$ cat config.mk
export PLATFORM = sky130hd
export DESIGN_NAME = matmul_controller
export DESIGN_NICKNAME = d
export VERILOG_FILES = /design/src/rtl/matmul_pkg.sv /design/src/rtl/matmul_controller_mac.sv /design/src/rtl/matmul_controller.sv
export SDC_FILE = /design/constraint.sdc
export NUM_CORES = 1
export LEC_CHECK = 0
export BUFFER_PORTS_ARGS = -buffer_cell sky130_fd_sc_hd__buf_4
export CORE_MARGIN = 2
export CORE_UTILIZATION = 60
export CTS_CLUSTER_SIZE = 20
export DETAILED_ROUTE_END_ITERATION = 10
export PLACE_DENSITY = 0.78
export SETUP_SLACK_MARGIN = 0.1
export SLEW_MARGIN = 30
export SYNTH_ARGS = -nofsm -noshare
export SYNTH_HDL_FRONTEND = slang
export SYNTH_SLANG_ARGS = --single-unit
export TNS_END_PERCENT = 30
$ cat constraint.sdc
create_clock -name clk -period 8 [get_ports clk]
set_input_delay 1.6 -clock clk [delete_from_list [all_inputs] [get_ports clk]]
set_output_delay 1.6 -clock clk [all_outputs]
set_load 0.01 [all_outputs]
$ cat src/rtl/matmul_pkg.sv
// Shared widths, default matrix base addresses and FSM encoding for matmul_controller.
// Saturating accumulation is enabled by defining MATMUL_SAT_EN (see mac_unit).
package matmul_pkg;

    localparam int ADDR_W = 17;
    localparam int DATA_W = 32;

    localparam logic [ADDR_W-1:0] A_BASE_DEF = 17'd0;
    localparam logic [ADDR_W-1:0] B_BASE_DEF = 17'd64;
    localparam logic [ADDR_W-1:0] C_BASE_DEF = 17'd128;

    // Encodings kept identical to the legacy localparam values.
    typedef enum logic [2:0] {
        S_IDLE = 3'd0,
        S_RD_A = 3'd1,
        S_RD_B = 3'd2,
        S_WR_C = 3'd3,
        S_DONE = 3'd4
    } state_t;

endpackage

$ cat src/rtl/matmul_controller_mac.sv
// mac_unit: latches the A operand, multiplies by the B operand and accumulates.
// With MATMUL_SAT_EN defined the accumulator saturates at all-ones instead of wrapping.
module mac_unit
    import matmul_pkg::*;
(
    input  logic              clk,
    input  logic              rst_n,
    input  logic              i_clear,
    input  logic              i_load_a,
    input  logic              i_acc_en,
    input  logic [DATA_W-1:0] i_rdata,
    output logic [DATA_W-1:0] o_acc,
    output logic              o_sat
);

    logic [DATA_W-1:0] r_a;
    logic [DATA_W-1:0] r_acc;
    logic [DATA_W-1:0] w_next;

`ifdef MATMUL_SAT_EN
    logic [2*DATA_W-1:0] w_prod;
    logic [DATA_W:0]     w_sum;

    // Once saturated, any nonzero product carries out again, so the
    // accumulator stays pinned at all-ones for the rest of the element.
    always_comb begin
        w_prod = {{DATA_W{1'b0}}, r_a} * {{DATA_W{1'b0}}, i_rdata};
        w_sum  = {1'b0, r_acc} + {1'b0, w_prod[DATA_W-1:0]};
        o_sat  = i_acc_en && ((|w_prod[2*DATA_W-1:DATA_W]) || w_sum[DATA_W]);
        w_next = o_sat ? '1 : w_sum[DATA_W-1:0];
    end
`else
    assign w_next = r_acc + r_a * i_rdata;
    assign o_sat  = 1'b0;
`endif

    always_ff @(posedge clk or negedge rst_n) begin
        if (!rst_n) begin
            r_a   <= '0;
            r_acc <= '0;
        end else begin
            if (i_load_a)
                r_a <= i_rdata;
            if (i_clear)
                r_acc <= '0;
            else if (i_acc_en)
                r_acc <= w_next;
        end
    end

    assign o_acc = r_acc;

endmodule

$ cat src/rtl/matmul_controller.sv
// Sequential DIMxDIM matrix multiply C = A*B over a single-port word memory.
// Overflow behaviour follows MATMUL_SAT_EN (saturate + sticky ovf) or wraps when undefined.
module matmul_controller
    import matmul_pkg::*;
#(
    parameter int                DIM    = 3,
    parameter logic [ADDR_W-1:0] A_BASE = A_BASE_DEF,
    parameter logic [ADDR_W-1:0] B_BASE = B_BASE_DEF,
    parameter logic [ADDR_W-1:0] C_BASE = C_BASE_DEF
)(
    input  logic              clk,
    input  logic              rst_n,
    input  logic              start,
    output logic              busy,
    output logic              done,
    output logic              ovf,
    output logic              memread,
    output logic              memwrite,
    output logic [ADDR_W-1:0] address,
    output logic [DATA_W-1:0] wdata,
    input  logic [DATA_W-1:0] rdata
);

    localparam int             IDX_W = 3;
    localparam logic [IDX_W-1:0] LAST = IDX_W'(DIM - 1);

    state_t           r_state;
    logic [IDX_W-1:0] r_i;
    logic [IDX_W-1:0] r_j;
    logic [IDX_W-1:0] r_k;
    logic             r_ovf;

    logic              w_accept;
    logic              w_sat;
    logic [DATA_W-1:0] w_acc;

    function automatic logic [ADDR_W-1:0] mat_addr(input logic [ADDR_W-1:0] base,
                                                   input logic [IDX_W-1:0]  row,
                                                   input logic [IDX_W-1:0]  col);
        return base + ADDR_W'(row) * ADDR_W'(DIM) + ADDR_W'(col);
    endfunction

    assign w_accept = (r_state == S_IDLE) && start;

    mac_unit u_mac (
        .clk      (clk),
        .rst_n    (rst_n),
        .i_clear  (w_accept || (r_state == S_WR_C)),
        .i_load_a (r_state == S_RD_A),
        .i_acc_en (r_state == S_RD_B),
        .i_rdata  (rdata),
        .o_acc    (w_acc),
        .o_sat    (w_sat)
    );

    always_ff @(posedge clk or negedge rst_n) begin
        if (!rst_n) begin
            r_state <= S_IDLE;
            r_i     <= '0;
            r_j     <= '0;
            r_k     <= '0;
            r_ovf   <= 1'b0;
        end else begin
            if (w_accept)
                r_ovf <= 1'b0;
            else if (w_sat)
                r_ovf <= 1'b1;

            case (r_state)
                S_IDLE: begin
                    if (start) begin
                        r_i     <= '0;
                        r_j     <= '0;
                        r_k     <= '0;
                        r_state <= S_RD_A;
                    end
                end
                S_RD_A: r_state <= S_RD_B;
                S_RD_B: begin
                    if (r_k == LAST) begin
                        r_k     <= '0;
                        r_state <= S_WR_C;
                    end else begin
                        r_k     <= r_k + 1'b1;
                        r_state <= S_RD_A;
                    end
                end
                S_WR_C: begin
                    // Row-major walk: j is the fast index, the last element ends the run.
                    if (r_j == LAST) begin
                        r_j <= '0;
                        if (r_i == LAST) begin
                            r_i     <= '0;
                            r_state <= S_DONE;
                        end else begin
                            r_i     <= r_i + 1'b1;
                            r_state <= S_RD_A;
                        end
                    end else begin
                        r_j     <= r_j + 1'b1;
                        r_state <= S_RD_A;
                    end
                end
                S_DONE:  r_state <= S_IDLE;
                default: r_state <= S_IDLE;
            endcase
        end
    end

    always_comb begin
        busy     = 1'b0;
        done     = 1'b0;
        memread  = 1'b0;
        memwrite = 1'b0;
        address  = '0;
        wdata    = '0;
        case (r_state)
            S_RD_A: begin
                busy    = 1'b1;
                memread = 1'b1;
                address = mat_addr(A_BASE, r_i, r_k);
            end
            S_RD_B: begin
                busy    = 1'b1;
                memread = 1'b1;
                address = mat_addr(B_BASE, r_k, r_j);
            end
            S_WR_C: begin
                busy     = 1'b1;
                memwrite = 1'b1;
                address  = mat_addr(C_BASE, r_i, r_j);
                wdata    = w_acc;
            end
            S_DONE:  done = 1'b1;
            default: ;
        endcase
    end

    assign ovf = r_ovf;

endmodule

* Yosys cells after proc, flatten, opt, wreduce, memory -nomap -nowiden
Index checks and enable logic that the tools add are counted.
** Word-level totals
- Output and inout bits :: 54
- Register bits :: 76
- Word-level logic and storage cells :: 59
** Operators by class
- Equality and inequality tests :: 9
- $add $sub $neg :: 9
- Reductions and logical operators :: 11
- $mul :: 3
- Multiplexer cells :: 21
** Operators with widths (number)
- 32-bit two-way mux :: 3
- 32-bit adder :: 1
- 32-bit by 32-bit multiplier with 32-bit output :: 1
- 10-bit one-hot mux with 3 select lines :: 1
- 3-bit two-way mux :: 8
- 3-bit one-hot mux with 2 select lines :: 3
- 3-bit by 2-bit == test with 1-bit output, second input constant :: 5
- 3-bit one-hot mux with 4 select lines :: 1
- 9-bit by 3-bit adder with 10-bit output :: 1
- 3-bit by 2-bit multiplier with 5-bit output, second input constant :: 2
- 3-bit by 1-bit adder with 3-bit output, second input constant :: 3
- 8-bit by 3-bit adder with 9-bit output :: 1
- 8-bit by 5-bit adder with 9-bit output, first input constant :: 1
- 7-bit by 5-bit adder with 8-bit output, first input constant :: 1
- 5-bit by 3-bit adder with 6-bit output :: 1
- 2-bit nonzero test :: 3
- 1-bit two-way mux :: 4
- 2-bit AND reduction :: 2
- 3-bit by 1-bit == test with 1-bit output, second input constant :: 1
- 3-bit == test, second input constant :: 1
- 3-bit zero test :: 1
- 3-bit AND reduction :: 1
- 3-bit OR reduction :: 1
- 2-bit two-way mux :: 1
- other kinds (5) :: 5

* Logic depth before layout (Yosys ltp)
Gate-level depths: netlist (run 1).
- Depth after elaboration :: 4
- Mapped depth :: 29
- Mapped depth without buffers :: 27

* Cells and area by module
A second synthesis (run 1) with hierarchy kept.
** Second synthesis, totals
- Cells, all modules :: 2280
- Area, all modules :: 20982.6 µm²
** By module, submodules not included
- mac_unit :: sequential area each 1601.5 µm², cells an instance 2087, area an instance 19386.1 µm², instances 1
- matmul_controller :: sequential area each 325.3 µm², cells an instance 193, area an instance 1596.5 µm², instances 1

* Least setup slack after synthesis (run 1)
No wires, ideal clock.
- Path type :: in2reg
- Start :: input rdata[3]
- End :: register u_mac.r_acc[30], in the netlist u_mac.o_acc[30]
- Data arrival time :: 7976 ps
- Stages on the path :: 27
- Path slack :: -106 ps
- Data required time :: 7870 ps
- Buffers on the path :: 2
- Cells stage by stage :: clkbuf_1 clkbuf_1 and2_1 fa_1 inv_1 fa_1 inv_1 fa_1 inv_1 fa_1 inv_1 fa_1 fa_1 fa_1 inv_1 fa_1 inv_1 ha_1 nand4_1 nor2_1 and3_1 nor3b_1 a211o_1 o41ai_2 o21ai_1 xnor2_1 o21ai_1
** On the way
- Word-level cells in the longest chain between the ends :: 4
** Ends and longest elaborated chain
- from (decl) :: line matmul_controller.sv:21 : input logic [DATA_W-1:0] rdata
- 32-bit by 32-bit multiplier with 32-bit output :: line matmul_controller_mac.sv:33 : assign w_next = r_acc + r_a * i_rdata;
- 32-bit adder :: line matmul_controller_mac.sv:33
- 32-bit two-way mux :: line matmul_controller_mac.sv:46 : else if (i_acc_en)
- 32-bit two-way mux :: line matmul_controller_mac.sv:44 : if (i_clear)
- to (signal assigned) :: line matmul_controller_mac.sv:47 : r_acc <= w_next;
- to (decl) :: line matmul_controller_mac.sv:17 : logic [DATA_W-1:0] r_acc;
No other way between the ends. The select of a mux whose other input is x is not followed.
A chain may end at the register's enable or synchronous reset.

* Worst setup path after layout (run 1)
- Start :: input rdata[5]
- End :: register u_mac.r_acc[28], in the netlist u_mac.o_acc[28]
Same word-level chain as after synthesis.

==> results.md, run 1 <==
- Status: completed
- Die Y: 189.0 um
- Fin crit period: 7813 ps
- CP startpoint kind: input port
- H-tree lvl count: 3
- WS Path Type: in -> reg
- Hold Crit Class: reg -> reg
- Mapped cell area: 20,540 um^2
- Yosys cell types: 57
- IO buf count: 78
- Initial DRT Pass Iterations: 6
- Core area: 33,620 um^2
- Main combinational cell family by area after synthesis: adder cells
- Worst Path Buf+Inv: 6
- Worst EP required: 8200 ps
- FF-to-FF End: u_mac.o_acc[31]
- Synthesized flop and latch total: 76
- First-pass GRT wire length: 90,960 um
- All-Layer GR Usage: 33.02%
- Reg2Reg Setup Slack: 620 ps
- Total congestion overflow: 0
- Critical path's slowest cell: fa_1
- Adder-cell area share of the yosys netlist: 51.73%
- Fill count: 2,652
- Worst Reg2Reg Path Length in Cells: 24
- Number of flops mapped to enable cells by yosys: 0
- Die Width: 189.0 um
- Yosys Warn Count: 0
- Via count: 15,680
- Final Slew Violations: 0
- Number of global-route vias before repair: 17,120
- WL/cell: 19.71 um
- Synth Area in Simple Gates: 18.64%
- # hold bufs at CTS: 0
- Worst-skew pair later-pin latency: 360 ps
- Clock Tree Buf Depth: 2
- Post-synthesis compound-gate area fraction: 4.415%
- Max FO, Critical Path: 8
- Sequential element share of the synthesized area: 9.257%
- Final setup vio count: 0
- M1 GR Usage: 45.12%
- CTS sink count: 76
- Slew @ Worst Pin: 1015 ps
- Initial core utilization: 61.12%
- Mean area per synthesized cell: 8.932 um^2
- Top FF cell, synth: dfrtp_1
- Multiplexer share of the synthesized area: 0.1096%
- Ports: 89
- Largest net degree at the start of global routing: 59
- Syn-to-layout area delta: 10.52%
- RePlAce Congestion: 0.9645
- Worst Path Arrival: 8010 ps
- Root buffer cell: clkbuf_16
- CTS tree: yes
- Initial antenna violation count: 1
- Final net count: 2,998
- Worst setup path start: rdata[5]
- Routed WL: 55,840 um
- CP most frequent cell: fa_1
- Clock skew: 11.22 ps
- Drt first-iter violations: 1,263
- Dpl hpwl: 45,050 um
- Worst path max stage delay: 550 ps
- Post-route DRC: 0
- Crit path max-delay family: adder cells
- Commonest non-fill, non-tap cell in the layout: inv_1
- Cell Chain, Critical Path: buf_4 -> buf_4 -> and2_1 -> fa_1 -> fa_1 -> fa_1 -> inv_1 -> fa_1 -> inv_1 -> fa_1 -> fa_1 -> fa_1 -> inv_1 -> fa_1 -> inv_1 -> ha_1 -> nand3_2 -> nor2_2 -> and3_4 -> nor3b_4 -> a211o_1 -> o41ai_4 -> xor2_1 -> o22ai_1
- Routed Antenna Nets: 0
- Diode count: 0
- Total Die Area: 35,740 um^2
- Max-Cap Viols: 0
- Share of layout cells above drive strength 1: 11.61%
- Setup repair after global routing missed its margin: true
- CTS Buf Count: 9
- Worst rel slew slack: 32.35%
- Final Hold Viols: 0
- Synth Instances: 2,300
- Grt met2 use: 52.93%
- Hold_ws: 502.8 ps
- Ys async rst share: 100.0%
- M3 GR Usage: 6.191%
- Max Clk Rate: 128.0 MHz
- Row cnt: 67
- Synth Area in XOR/XNOR: 4.050%
- RR Startpoint: u_mac.r_a[11]
- Reg clk slew, reported paths: 60 ps
- CP Depth: 24
- Tcrit/Tclk final: 97.66%
- GRT Max-Usage Layer: met2
- Critical Path Sink Type: flop
- CP endpoint: u_mac.o_acc[28]
- DR vias/cell: 5.535
- Most frequent cells in the layout: inv_1, fa_1, nand2_1
worst register-to-register path: stages, from the launching register on:
cell and delay, ps:
dfrtp_1 1010, and2_1 290, fa_2 460, fa_2 380
fa_1 540, inv_1 70, fa_1 550, inv_2 40
fa_1 550, inv_2 40, fa_1 490, inv_1 50
fa_1 470, inv_1 50, fa_1 510, inv_2 50
ha_4 220, and4_1 170, a32o_2 280, a211oi_4 250
o221ai_2 150, a41oi_2 260, o21ai_2 100, xnor2_1 180
o21ai_1 90
registers in the layout, summed over array words and instances (netlist names):
register     cells
r_i              3
u_mac.o_acc     32
r_k              3
r_j              3
u_mac.r_a       32
r_state          3
cell families (layout without fill, tap and decap cells):
group / after synthesis / in the layout
compound gates: 133 / 133
fa+ha+maj: 583 / 583
mux: 2 / 2
buf+inv: 634 / 710
flops: 76 / 76
other cells: 1 / 10
xor+xnor: 95 / 95
simple gates: 776 / 776
layer usage:
layer | routed length (um) | share of wire [%] | up-vias
met5 | 0 | 0 | -
li1 | - | - | 6825
met3 | 5416 | 9.7 | 164
met4 | 2557 | 4.6 | 0
met1 | 21950 | 39 | 7936
met2 | 25910 | 46 | 757
worst min path at each step:
stage,start,endpoint,cells past startpoint
global placement,u_mac.r_a[31],u_mac.r_a[31],2
global route,u_mac.r_a[31],u_mac.r_a[31],2
floorplan,u_mac.r_a[31],u_mac.r_a[31],2
detailed placement,u_mac.o_acc[15],u_mac.o_acc[15],2
CTS,u_mac.o_acc[15],u_mac.o_acc[15],2
finish,u_mac.r_a[31],u_mac.r_a[31],2
area by class of cell:
cell class | count | area [um^2] | share of cell area (%)
clock buffers | 10 | 229.0 | 1.008
well taps | 448 | 560.5 | 2.469
repair buffers | 188 | 1573 | 6.927
multi-input cells | 1599 | 16470 | 72.56
flip-flops and latches | 76 | 1904 | 8.387
clock inverters | 6 | 65.06 | 0.2865
inverters | 506 | 1899 | 8.365
through the flow:
step	cell area, um^2	TNS, ps	cells	worst slack, ps	util, %
after CTS	22380	0	2829	84.75	66.56
after global placement	22030	-1022	2811	-219.4	65.53
after detailed placement	22030	-1779	2811	-305.0	65.54
final	22710	0	2833	186.9	67.54
after floorplan	20610	0	2309	71.33	-
after global routing	22710	0	2833	47.94	67.54
cells in the mapped netlist (3+ instances only):
library cell | number | area [um^2]
inv_1 | 505 | 1896
fa_1 | 444 | 8889
nand2_1 | 363 | 1363
and2_1 | 319 | 1996
ha_1 | 139 | 1739
clkbuf_1 | 117 | 439.2
dfrtp_1 | 76 | 1902
xnor2_1 | 72 | 630.6
nor2_1 | 46 | 172.7
o21ai_0 | 28 | 140.1
a21oi_1 | 26 | 130.1
xor2_1 | 23 | 201.4
o22ai_1 | 17 | 106.4
a21o_1 | 15 | 112.6
and3_1 | 15 | 93.84
buf_4 | 11 | 82.58
nand2b_1 | 7 | 43.79
nor3_1 | 7 | 35.03
o21ai_1 | 7 | 35.03
nand3_1 | 5 | 25.02
o31ai_1 | 5 | 37.54
o21a_1 | 4 | 30.03
a211oi_1 | 3 | 22.52
nand3b_1 | 3 | 22.52
o21bai_1 | 3 | 22.52
repair_timing:
item | CTS | global route
setup endpoints to repair | 3 | 12
setup buffers | 2 | 2
gates resized for setup | 5 | 80
endpoints found under the hold margin | 0 | 0
gates cloned | 0 | 2
pin swaps | 7 | 71
Power of run 1 is not shown: default switching activity piles up to over one toggle a cycle in this logic, so the estimate is an artifact.
==> run 2: changes to the inputs <==
--- a/config.mk
+++ b/config.mk
@@ -10,7 +10,9 @@
 export CORE_UTILIZATION = 60
 export CTS_CLUSTER_SIZE = 20
 export DETAILED_ROUTE_END_ITERATION = 10
+export MAX_ROUTING_LAYER = met4
 export PLACE_DENSITY = 0.78
+export REMOVE_ABC_BUFFERS = 1
 export SETUP_SLACK_MARGIN = 0.1
 export SLEW_MARGIN = 30
 export SYNTH_ARGS = -nofsm -noshare
==> run 2 against run 1 <==
Compared with the run above:
- final cell count barely moved
- clock skew is 0.70 ps lower
- sequential share of layout area about the same
- die area stayed put
- fmax fell by 0.46%
- wire length up 3.7%
- cell area shrank 0.31%
- count of clock-buffer cells in the layout increased by 1
- core utilization decreased by 0.21 points
- global-route usage grew 2.0 points
- critical path type unchanged
==> results.md, run 2 (same netlist as run 1, synthesis figures left out) <==
- Hold Crit Class: reg -> reg (unchanged)
- RR Startpoint: u_mac.r_a[7] (was u_mac.r_a[11])
- Final Worst Setup Slack: 150.6 ps (was 186.9 ps)
- Slew @ Worst Pin: 999.1 ps (was 1015 ps)
- CTS sink count: 76 (unchanged)
- Final Hold Viols: 0 (unchanged)
- Final setup vio count: 0 (unchanged)
- Total Die Area: 35,740 um^2 (unchanged)
- Final net count: 2,998 (unchanged)
- Worst Path Arrival: 8060 ps (was 8010 ps)
- Worst-skew pair later-pin latency: 350 ps (was 360 ps)
- Reg clk slew, reported paths: 60 ps (about the same)
- Die Width: 189.0 um (unchanged)
- Share of layout cells above drive strength 1: 11.37% (was 11.61%)
- Hold_sp: u_mac.r_a[31] (unchanged)
- RePlAce Congestion: 0.9676 (was 0.9645)
- Setup WS pre-CTS: -398.1 ps (was -305.0 ps)
- Ports: 89 (unchanged)
- All-Layer GR Usage: 34.99% (was 33.02%)
- Diode count: 0 (unchanged)
- H-tree lvl count: 3 (unchanged)
- Critical Path Sink Type: flop (unchanged)
- Clock Tree Buf Depth: 2 (unchanged)
- Clock skew: 10.52 ps (was 11.22 ps)
- Routed Antenna Nets: 0 (unchanged)
- Syn-to-layout area delta: 10.18% (was 10.52%)
- Final Slew Violations: 0 (unchanged)
- Most frequent cells in the layout: inv_1, fa_1, nand2_1 (unchanged)
- Initial DRT Pass Iterations: 5 (was 6)
- Die Y: 189.0 um (unchanged)
- TNS Setup: 0 ps (unchanged)
- Dpl hpwl: 45,650 um (was 45,050 um)
- IO buf count: 78 (unchanged)
- Max FO, Critical Path: 11 (was 8)
- Via count: 15,720 (was 15,680)
- Routed WL: 57,920 um (was 55,840 um)
- Largest net degree at the start of global routing: 77 (was 59)
- WL/cell: 20.46 um (was 19.71 um)
- Drt first-iter violations: 1,289 (was 1,263)
- Fin crit period: 7849 ps (was 7813 ps)
- Worst rel slew slack: 33.40% (was 32.35%)
- CTS tree: yes (unchanged)
- Commonest non-fill, non-tap cell in the layout: inv_1 (unchanged)
- Worst setup path start: rdata[4] (was rdata[5])
- CP most frequent cell: fa_1 (unchanged)
- Initial antenna violation count: 0 (was 1)
- First-pass GRT wire length: 92,620 um (was 90,960 um)
- Worst EP required: 8210 ps (was 8200 ps)
- WS Path Type: in -> reg (unchanged)
- Max-Cap Viols: 0 (unchanged)
- Root buffer cell: clkbuf_16 (unchanged)
- Worst path max stage delay: 590 ps (was 550 ps)
- Post-route DRC: 0 (unchanged)
- Total congestion overflow: 0 (unchanged)
- CTS Buf Count: 9 (unchanged)
- Critical path's slowest cell: fa_1 (unchanged)
- Setup repair after global routing missed its margin: true (unchanged)
- Initial core utilization: 61.12% (unchanged)
- Status: completed (unchanged)
- Number of global-route vias before repair: 16,980 (was 17,120)
- Max Clk Rate: 127.4 MHz (was 128.0 MHz)
- Row cnt: 67 (unchanged)
- Fill count: 2,648 (was 2,652)
- Tcrit/Tclk final: 98.12% (was 97.66%)
- Core area: 33,620 um^2 (unchanged)
- DR vias/cell: 5.554 (was 5.535)
- CP startpoint kind: input port (unchanged)
## run 2: cell count changes in the layout (fill, tap and decap cells not counted), sizes merged
cell	change
clkbuf	+1
clkinv	-2
clkinvlp	-1
## run 2: timing repair
item / 4_1_cts / 5_1_grt
hold buffers: 0 / 0
buffers inserted: 0 / 3
hold endpoints to repair: 0 / 0
setup endpoints to repair: 5 / 12
gates resized for setup: 1 / 81
pin swaps: 4 / 64
cloned: 0 / 2
## run 2: layout make-up
class                           count  area [um^2]  area share [%]
Tap cell                          448        560.5           2.476
Inverter                          506         1899           8.391
Clock buffer                       11        232.7           1.028
Multi-Input combinational cell   1599        16440           72.64
Timing Repair Buffer              188         1556           6.876
Sequential cell                    76         1903           8.408
Clock inverter                      3        40.04          0.1769
## run 2: critical path: cells and delay by family
family,cells,cell delay [ps]
adder cells (fa/ha/maj),9,4410
buffers and inverters,8,500
AO/OA/AOI/OAI,4,900
AND/OR/NAND/NOR,3,470
XOR/XNOR,1,160
## run 2: worst paths after layout
| path | to | slack (ps) | cells past startpoint |
|---|---|---|---|
| setup / recovery | u_mac.o_acc[30] | 150 | 25 |
| hold / removal | u_mac.r_a[31] | 480 | 2 |
| setup reg to reg | u_mac.o_acc[30] | 530 | 25 |
| hold reg to reg | u_mac.r_a[31] | 480 | 2 |
| max in group asynchronous | u_mac.r_a[2] | 6150 | 1 |
| min in group asynchronous | u_mac.r_a[28] | 1320 | 1 |
## run 2: stage by stage
stage | instances | area (um^2) | utilization [%] | hold slack (ps)
6_report | 2831 | 22640 | 67.34 | 477.0
3_3_place_gp | 2812 | 22010 | 65.47 | 458.8
5_1_grt | 2831 | 22640 | 67.34 | 511.4
2_1_floorplan | 2181 | 20060 | - | 446.0
4_1_cts | 2826 | 22300 | 66.34 | 478.3
3_5_place_dp | 2812 | 22020 | 65.50 | 463.8
## run 2: layer usage
layer / part of all wire [%] / wire (um) / global-route usage, %
met5: 0 / 0 / -
met4: 4.2 / 2443 / 11.69
met3: 8.7 / 5063 / 4.875
met2: 47 / 27330 / 55.27
met1: 40 / 23080 / 47.03
Power of run 2 is left out for the same reason.
